`src/rtl/db9md_pad_scanner.sv`:
```
// db9md_pad_scanner: polls two Mega Drive / Atari pads through one SNAC DB9
// port, alternating ports each scan and latching active-high button words.
module db9md_pad_scanner #(
    parameter int STEP_CYCLES = 320,
    parameter int IDLE_CYCLES = 80000
) (
    input  logic        clk,
    input  logic        reset_n,
    input  logic [5:0]  joy_in,
    output logic        joy_mdsel,
    output logic        joy_split,
    output logic [15:0] joystick1,
    output logic [15:0] joystick2
);
    localparam int MAXC = (IDLE_CYCLES > STEP_CYCLES) ? IDLE_CYCLES : STEP_CYCLES;
    localparam int CW   = $clog2(MAXC + 1);
    localparam logic [CW-1:0] STEP_LD = CW'(STEP_CYCLES - 1);
    localparam logic [CW-1:0] IDLE_LD = CW'(IDLE_CYCLES - 1);

    typedef enum logic [3:0] {
        ST_IDLE, ST_S0, ST_S1, ST_S2, ST_S3,
        ST_S4, ST_S5, ST_S6, ST_S7, ST_LATCH
    } state_t;

    state_t        state, state_nx;
    logic [CW-1:0] cnt, cnt_nx;
    logic          last;
    logic [5:0]    sync1, sync2;
    logic [5:0]    press;
    logic [5:0]    s0;
    logic [1:0]    s1;
    logic [3:0]    s6;
    logic          md, six;
    logic [15:0]   word;

    assign press = ~sync2;
    assign last  = (cnt == '0);

    always_comb begin
        state_nx = state;
        cnt_nx   = last ? cnt : cnt - CW'(1);
        case (state)
            ST_IDLE: if (last) begin
                state_nx = ST_S0;
                cnt_nx   = STEP_LD;
            end
            ST_S7: if (last) begin
                state_nx = ST_LATCH;
                cnt_nx   = '0;
            end
            ST_LATCH: begin
                state_nx = ST_IDLE;
                cnt_nx   = IDLE_LD;
            end
            default: if (last) begin
                state_nx = state_t'(state + 4'd1);
                cnt_nx   = STEP_LD;
            end
        endcase
    end

    // Extended bits only count when the pad proved it is a 6-button type
    always_comb begin
        word = 16'h0000;
        word[5:0] = {s0[5], s0[4], s0[0], s0[1], s0[2], s0[3]};
        if (md)
            word[7:6] = s1;
        if (md && six)
            word[11:8] = {s6[0], s6[1], s6[2], s6[3]};
    end

    always_ff @(posedge clk or negedge reset_n) begin
        if (!reset_n) begin
            sync1     <= '1;
            sync2     <= '1;
            state     <= ST_IDLE;
            cnt       <= IDLE_LD;
            s0        <= '0;
            s1        <= '0;
            s6        <= '0;
            md        <= 1'b0;
            six       <= 1'b0;
            joy_mdsel <= 1'b1;
            joy_split <= 1'b0;
            joystick1 <= '0;
            joystick2 <= '0;
        end else begin
            sync1     <= joy_in;
            sync2     <= sync1;
            state     <= state_nx;
            cnt       <= cnt_nx;
            joy_mdsel <= !(state inside {ST_S1, ST_S3, ST_S5, ST_S7});
            if (last) begin
                case (state)
                    ST_S0: s0 <= press;
                    ST_S1: begin
                        s1 <= press[5:4];
                        md <= press[2] & press[3];
                    end
                    ST_S5: six <= &press[3:0];
                    ST_S6: s6 <= press[3:0];
                    default: ;
                endcase
            end
            if (state == ST_LATCH) begin
                if (joy_split)
                    joystick2 <= word;
                else
                    joystick1 <= word;
                joy_split <= ~joy_split;
            end
        end
    end
endmodule

```
`config.mk`:
```
export PLATFORM = sky130hd
export DESIGN_NAME = db9md_pad_scanner
export DESIGN_NICKNAME = d
export VERILOG_FILES = /design/src/rtl/db9md_pad_scanner.sv
export SDC_FILE = /design/constraint.sdc
export NUM_CORES = 1
export LEC_CHECK = 0
export BUFFER_PORTS_ARGS = -buffer_cell sky130_fd_sc_hd__clkbuf_2
export CORE_MARGIN = 2
export CORE_UTILIZATION = 50
export CTS_BUF_LIST = sky130_fd_sc_hd__clkbuf_16
export DETAILED_ROUTE_END_ITERATION = 12
export PLACE_DENSITY = 0.71
export SLEW_MARGIN = 20
export SYNTH_ARGS = -nofsm -noshare
export SYNTH_HDL_FRONTEND = slang
export SYNTH_SLANG_ARGS = --single-unit
export TNS_END_PERCENT = 100
```
`constraint.sdc`:
```
create_clock -name clk -period 3.9 [get_ports clk]
set_input_delay 0.78 -clock clk [delete_from_list [all_inputs] [get_ports clk]]
set_output_delay 0.78 -clock clk [all_outputs]
set_load 0.01 [all_outputs]
```
# == Word level (Yosys, flattened, before mapping) ==
# Cells that the tools add are included.
# totals
ff_bits,73
mem_bits_ro,0
wordCells,50
latchBits,0
input_bits,8
ram_bits,0
out_inout_bits,34
memories,0
# classes
n_shift,0
bitwise,3
n_reduce_logical,14
n_eq_ne,9
n_lt_le_gt_ge,0
mul,0
div_mod_pow,0
muxes,9
add_sub_neg,2
# ops
op,n
2-to-1 mux 17 bit,2
case mux 17 bit (2 select lines),1
logical NOT 17 bit,1
subtractor 17 x 1 -> 17 bit (second input constant),1
2-to-1 mux 4 bit,4
== test 4 x 3 -> 1 bit (second input constant),3
case mux 4 bit (3 select lines),1
AND reduction 2 bit,6
== test 4 bit (second input constant),2
inverter 6 bit,1
adder 4 x 1 -> 4 bit (second input constant),1
== test 4 x 1 -> 1 bit (second input constant),1
== test 4 x 2 -> 1 bit (second input constant),1
logical NOT 4 bit,1
inequality test 2 bit (second input constant),2
AND reduction 4 bit,1
nonzero test 4 bit,1
AND reduction 3 bit,1
2-to-1 mux 2 bit,1
nonzero test 2 bit,1
bitwise AND 1 bit,1
logical AND 1 bit,1
logical NOT 1 bit,1
inverter 1 bit,1

# == Logic depth before layout (Yosys ltp) ==
# Gate-level depths: netlist of the first run.
# depth
depth_word,3
ltp_mapped,8
ltp_nobuf,6

# == Worst setup path after synthesis of the first run ==
# Ideal clock, no wire load.
# synth_timing
path_kind,register to register
startpoint,register cnt[0]
endpoint,register cnt[8]
required_time_ps,3814
setup_time_ps,86
n_path_buf,2
synth_period_minus_slack_ps,1804
stages_incl_launch_ff,9
slack_ps,2096
arrival_ps,1718
cell_sequence,dfstp_2 > inv_1 > ha_1 > nor4b_4 > and4_1 > buf_6 > and4_1 > buf_6 > nor3_1
# synth_between
elab_chain_cells,3
elab_cells_between_ends,5
classes_between,1 x add/sub; 3 x mux; 1 x reduce/logical
# synth_rtl
element,line,source
"start, declared",26,"logic [CW-1:0] cnt, cnt_nx;"
"start signal, assigned",91,cnt <= cnt_nx;
subtractor 17 x 1 -> 17 bit / logical NOT 17 bit (equally long branches),"41, 37",
"2-to-1 mux 17 bit, on equally long branches","43, 55, 47",
case mux 17 bit (2 select lines) (*),42,case (state)
named net cnt_nx[8],26,
# Mark *: on every way through the listed nets, which the timed path passes. The rest lies on a longest branch.
# A chain may end at the register's enable or synchronous reset.

# == Worst setup path after layout of the first run ==
# layout_timing
startpoint,register cnt[0]
endpoint,register cnt[10]
# Same word-level chain as after synthesis.

==> flow_metrics.env, run 1 <==
export IMPL_grt_pass1_vias=2078
export IMPL_synth_seq_area_share=0.584
export IMPL_die_area_um2=7010
export IMPL_clock_sinks=73
export IMPL_endpoint="cnt[10]"
export IMPL_timing_rr_end="cnt[10]"
export IMPL_syn_area_um2=3180
export IMPL_clk_pin_slew_ns=0.06
export IMPL_antenna_found_initial=0
export IMPL_fin_tns_setup_ns=0
export IMPL_min_period_ns=2.35
export IMPL_gp_congestion=0.823
export IMPL_n_fill_cell=526
export IMPL_synth_commonest_cells="49 x dfrtp_1, 40 x o21ai_0, 24 x dfstp_2, 24 x nand2_1, 13 x nor2_1"
export IMPL_cts_max_level=3
export IMPL_drt_total_wl_um=5790
export IMPL_cts_path_max_buffers=2
export IMPL_hold_class="register to register"
export IMPL_rrSetupSlack_ns=1.55
export IMPL_required_ns=4.09
export IMPL_ctsResizeCount=0
export IMPL_grt_overflow=0
export IMPL_synth_top_area_cell="dfrtp_1"
export IMPL_p_seq_frac=0.505
export IMPL_cts_setup_buffers=0
export IMPL_cellLeakagePower_nw=1.73
export IMPL_die_height_um=83.7
export IMPL_fp_row_count=29
export IMPL_yosys_warnings=0
export IMPL_synthToLayoutAreaGrowth_pct=13.9
export IMPL_synth_edf_count=0
export IMPL_clkPwrFrac=0.480
export IMPL_synthCells=269
export IMPL_worstMarginPinSlew_ns=0.750
export IMPL_yosys_area_top_type_share=0.386
export IMPL_hold_viol_final=0
export IMPL_rsz0062_at_grt="false"
export IMPL_wire_per_inst_um=15.0
export IMPL_cts_hold_buf=0
export IMPL_synth_distinct_cells=47
export IMPL_cp_max_fo=17
export IMPL_setup_violations=0
export IMPL_critPathArrivalTime_ns=2.54
export IMPL_worst_setup_path_type="register to register"
export IMPL_cts_tree="done"
export IMPL_grt_pass1_wl_um=9920
export IMPL_first_iter_violations=109
export IMPL_p_int_w=0.00120
export IMPL_slew_viol_final=0
export IMPL_p_per_area_nw_per_um2=423
export IMPL_num_vias=2078
export IMPL_grt_max_degree=47
export IMPL_pwr_share_comb=0.015
export IMPL_ys_ff_latch=73
export IMPL_critPathLaunchType="register"
export IMPL_clock_latency_ns=0.33
export IMPL_diodes=0
export IMPL_fmax_ghz=0.426
export IMPL_vias_per_cell=5.40
export IMPL_root_buffer="clkbuf_16"
export IMPL_p_switching_w=0.000331
export IMPL_drcViolationCount=0
export IMPL_rr_worst_depth=6
export IMPL_fin_nets=316
export IMPL_drive_gt1_frac=0.315
export IMPL_yosysMostFrequentCell="dfrtp_1"
export IMPL_timing_rr_start="cnt[0]"
export IMPL_fin_hold_ws_ns=0.354
export IMPL_maxSlewHeadroom=0.500
export IMPL_core_region_area_um2=6240
export IMPL_synthArstFlopShare=1.00
export IMPL_numPortBuffers=33
export IMPL_period_share=0.602
export IMPL_maxCapViolations=0
export IMPL_synthTopCellsByArea="dfrtp_1 39%, dfstp_2 20%, o21ai_0 6.3%, mux2_2 4.3%, xor2_1 3.0%"
export IMPL_endpoint_kind="register"
export IMPL_die_w_um=83.7
export IMPL_numCtsBuffers=9
export IMPL_place_hpwl_um=3950
export IMPL_track_usage=0.180
export IMPL_ant_nets=0
export IMPL_cp_startpoint="cnt[0]"
export IMPL_fin_skew_ns=0.00989
export IMPL_status="completed"
export IMPL_synth_area_per_cell_um2=11.8
export IMPL_start_util=0.509
export IMPL_ios=42
export IMPL_synthFlopType="dfrtp_1"
export IMPL_dr_pass1_iters=4
export IMPL_p_sw_frac=0.216
export IMPL_peakVddDrop_v=0.000299
layer usage:
layer	up-vias	GRT usage	routed length, um	part of all wire
met5	-	0	0	0
met4	0	0.0894	100	0.017
met3	9	0.0396	255	0.044
met2	58	0.268	2710	0.47
met1	1014	0.250	2720	0.47
li1	997	-	-	-
logic make-up after synthesis:
| family | count (synthesis) | synth area share |
|---|---|---|
| simple gates | 79 | 0.149 |
| flops | 73 | 0.584 |
| compound gates | 53 | 0.0937 |
| buf+inv | 27 | 0.0520 |
| mux | 17 | 0.0614 |
| xor+xnor | 14 | 0.0386 |
| fa+ha+maj | 5 | 0.0197 |
| other cells | 1 | 0.00118 |
placed cells by master (no fill, tap or decap), drive strengths merged, types with 2 or more instances in the layout:
cell type,instances
clkinv,4
dfrtp,49
nor2,13
clkinvlp,3
inv,8
a211oi,2
dfstp,24
nand4b,2
ha,5
nand4,5
nand2,24
mux2i,3
mux2,14
nand3b,2
xnor2,3
and4,3
xor2,11
conb,8
clkbuf,41
o211ai,2
buf,3
nand3,11
and2b,2
o21ai,45
nor3,4
nor4,6
layout make-up:
class	count	area (um^2)	share of cell area
sequential	73	1860	0.513
timing repair buffer	35	183	0.0505
tap	77	96.3	0.0266
clock buffer	9	225	0.0622
inverter	8	30.0	0.00830
clock inverter	7	47.5	0.0131
multi-input combinational	176	1180	0.326
registers in the layout, indices dropped and copies added, names as in the netlist:
name / cells
s0: 6
sync2: 6
joy_split: 1
joystick2: 12
s1: 2
cnt: 17
state: 4
joystick1: 12
joy_mdsel: 1
sync1: 6
md: 1
s6: 4
six: 1
worst min path at each step:
stage / from / end / slack [ns] / depth (start not counted)
2_1_floorplan: sync1[0] / sync2[0] / 0.35 / 0
3_3_place_gp: sync1[1] / sync2[1] / 0.35 / 0
3_5_place_dp: sync1[0] / sync2[0] / 0.35 / 0
4_1_cts: sync1[0] / sync2[0] / 0.35 / 0
5_1_grt: sync1[1] / sync2[1] / 0.36 / 0
6_report: sync1[0] / sync2[0] / 0.35 / 0
critical path: stages (launching register included):
cell and delay (ns):
dfstp_2 0.37, inv_1 0.08, ha_1 0.22, nor4b_4 0.34
nand4_1 0.63, o21ai_0 0.45, nor2_1 0.11
through the flow:
| stage | setup WS (ns) | std cells | cell area [um^2] | util | total power (W) |
|---|---|---|---|---|---|
| global placement | 1.69 | 369 | 3340 | 0.536 | 0.000810 |
| global route | 1.27 | 385 | 3620 | 0.580 | 0.00159 |
| CTS | 1.51 | 385 | 3620 | 0.580 | 0.00155 |
| floorplan | 2.10 | 276 | 3200 | - | 0.000794 |
| detailed placement | 1.54 | 369 | 3340 | 0.536 | 0.000811 |
| finish | 1.55 | 385 | 3620 | 0.580 | 0.00153 |
power groups by stage:
stage / sequential (W) / clock, W / combinational, W
2_1_floorplan: 0.000785 / 0 / 0.00000977
6_report: 0.000774 / 0.000735 / 0.0000233
4_1_cts: 0.000774 / 0.000749 / 0.0000243
5_1_grt: 0.000774 / 0.000784 / 0.0000276
3_3_place_gp: 0.000786 / 0 / 0.0000239
3_5_place_dp: 0.000787 / 0 / 0.0000241
Power figures use the tool's default switching activity.
==> inputs of run 2 (changes only) <==
- PLACE_DENSITY: 0.71 -> 0.73
- clock period: 3.9 -> 2.1 ns (I/O delays scaled with it)
==> flow_metrics.env, run 2 (synthesis results as in run 1) <==
export IMPL_rsz0062_at_grt="false"
export IMPL_grt_pass1_wl_um=9920
export IMPL_place_area_um2=3420
export IMPL_diodes=0
export IMPL_top_regs="cnt x17, joystick1 x12, joystick2 x12"
export IMPL_regMostFlops="cnt"
export IMPL_cts_max_level=3
export IMPL_antenna_found_initial=0
export IMPL_maxCapViolations=0
export IMPL_fin_area_um2=3720
export IMPL_slowest_stage="and4_1"
export IMPL_root_buffer="clkbuf_16"
export IMPL_worst_setup_path_type="register to register"
export IMPL_layoutNonFillerInstCount=394
export IMPL_critPathLaunchType="register"
export IMPL_fin_total_pwr_w=0.00296
export IMPL_cts_tree="done"
export IMPL_maxSlewHeadroom=0.517
export IMPL_crit_buf_inv=1
export IMPL_numPortBuffers=33
export IMPL_fin_nets=325
export IMPL_status="completed"
export IMPL_first_iter_violations=102
export IMPL_period_share=0.903
export IMPL_drive_gt1_frac=0.338
export IMPL_place_hpwl_um=3900
export IMPL_critical_path_top_delay_family="simple AND/OR/NAND/NOR gates"
export IMPL_die_w_um=83.7
export IMPL_drt_total_wl_um=5730
export IMPL_numCtsBuffers=9
export IMPL_die_height_um=83.7
export IMPL_min_period_ns=1.90
export IMPL_required_ns=2.30
export IMPL_critPathArrivalTime_ns=2.10
export IMPL_slew_viol_final=0
export IMPL_grt_max_degree=74
export IMPL_cts_path_max_buffers=2
export IMPL_die_area_um2=7010
export IMPL_wire_per_inst_um=14.5
export IMPL_ant_nets=0
export IMPL_most_common_layout_cells="49 x dfrtp_1, 40 x o21ai_0, 32 x clkbuf_2"
export IMPL_worstMarginPinSlew_ns=0.718
export IMPL_vias_per_cell=5.23
export IMPL_cp_max_fo=7
export IMPL_fin_skew_ns=0.00851
export IMPL_fin_tns_setup_ns=0
export IMPL_clock_sinks=73
export IMPL_cpPeakStageDelay_ns=0.41
export IMPL_crit_chain="inv_1 -> ha_1 -> nor4b_4 -> and4_1 -> and4_1 -> nor3_1"
export IMPL_endpoint_kind="register"
export IMPL_synthToLayoutAreaGrowth_pct=17.1
export IMPL_ctsResizeCount=0
export IMPL_cts_hold_buf=0
export IMPL_placed_cells=378
export IMPL_cts_setup_buffers=0
export IMPL_clock_latency_ns=0.33
export IMPL_clk_pin_slew_ns=0.06
export IMPL_start_util=0.509
export IMPL_dr_pass1_iters=4
export IMPL_p_per_area_nw_per_um2=797
export IMPL_hold_class="input pin to async pin"
export IMPL_fp_row_count=29
export IMPL_timing_rr_start="cnt[0]"
export IMPL_cellLeakagePower_nw=1.80
export IMPL_grt_pass1_vias=2044
export IMPL_core_region_area_um2=6240
export IMPL_grt_overflow=0
export IMPL_cp_startpoint="cnt[0]"
export IMPL_track_usage=0.180
export IMPL_gp_congestion=0.775
export IMPL_setup_violations=0
export IMPL_ios=42
export IMPL_num_vias=2059
export IMPL_largest_reg_flops=17
export IMPL_final_common_cell="dfrtp_1"
export IMPL_fmax_ghz=0.527
export IMPL_hold_viol_final=0
export IMPL_peakVddDrop_v=0.000645
export IMPL_drcViolationCount=0
export IMPL_path_common_cell="and4_1"
[run 2: metal layers]
layer,routed length (um),vias to the layer above,track usage
met5,0,-,0
met4,121,0,0.0865
met3,189,8,0.0366
met2,2590,41,0.260
met1,2820,1007,0.260
li1,-,1003,-
[run 2: path summary, 6_finish.rpt]
check	endpoint	slack [ns]	cells after the start
max in group asynchronous	cnt[12]	1.64	2
worst min-delay path	joystick2[7]	0.1	2
worst min register to register	sync2[0]	0.35	0
worst max register to register	cnt[8]	0.20	6
worst max-delay path	cnt[8]	0.20	6
min in group clk	sync1[4]	0.17	1
[run 2: area by class of cell]
cell class | instances | area, um^2
fill | 488 | 2520
clock buffer | 9 | 225
inverter | 8 | 30.0
tap | 77 | 96.3
clock inverter | 7 | 71.3
multi-input combinational | 176 | 1180
sequential | 73 | 1860
timing repair buffer | 44 | 260
[run 2: per-stage QoR]
| step | hold WS, ns | utilization | worst slack [ns] |
|---|---|---|---|
| after floorplan | 0.124 | - | 0.296 |
| after global placement | 0.346 | 0.549 | 0.258 |
| after detailed placement | 0.347 | 0.549 | 0.186 |
| after CTS | 0.121 | 0.596 | 0.186 |
| after global routing | 0.131 | 0.596 | 0.0289 |
| final | 0.0992 | 0.596 | 0.203 |
[run 2: worst reg2reg max path: stages (launching register included)]
cell and delay, ns:
dfstp_2 0.38, inv_1 0.07, ha_1 0.20, nor4b_4 0.22
and4_1 0.38, and4_1 0.42, nor3_1 0.10
[run 2: report_power, final]
| part | total [W] | leakage, nW | switching [W] | internal [W] |
|---|---|---|---|---|
| sequential | 0.00144 | 0.925 | 0.00000741 | 0.00143 |
| combinational | 0.0000436 | 0.727 | 0.0000345 | 0.00000908 |
| clock | 0.00148 | 0.143 | 0.000566 | 0.000918 |
| total | 0.00296 | 1.80 | 0.000608 | 0.00236 |
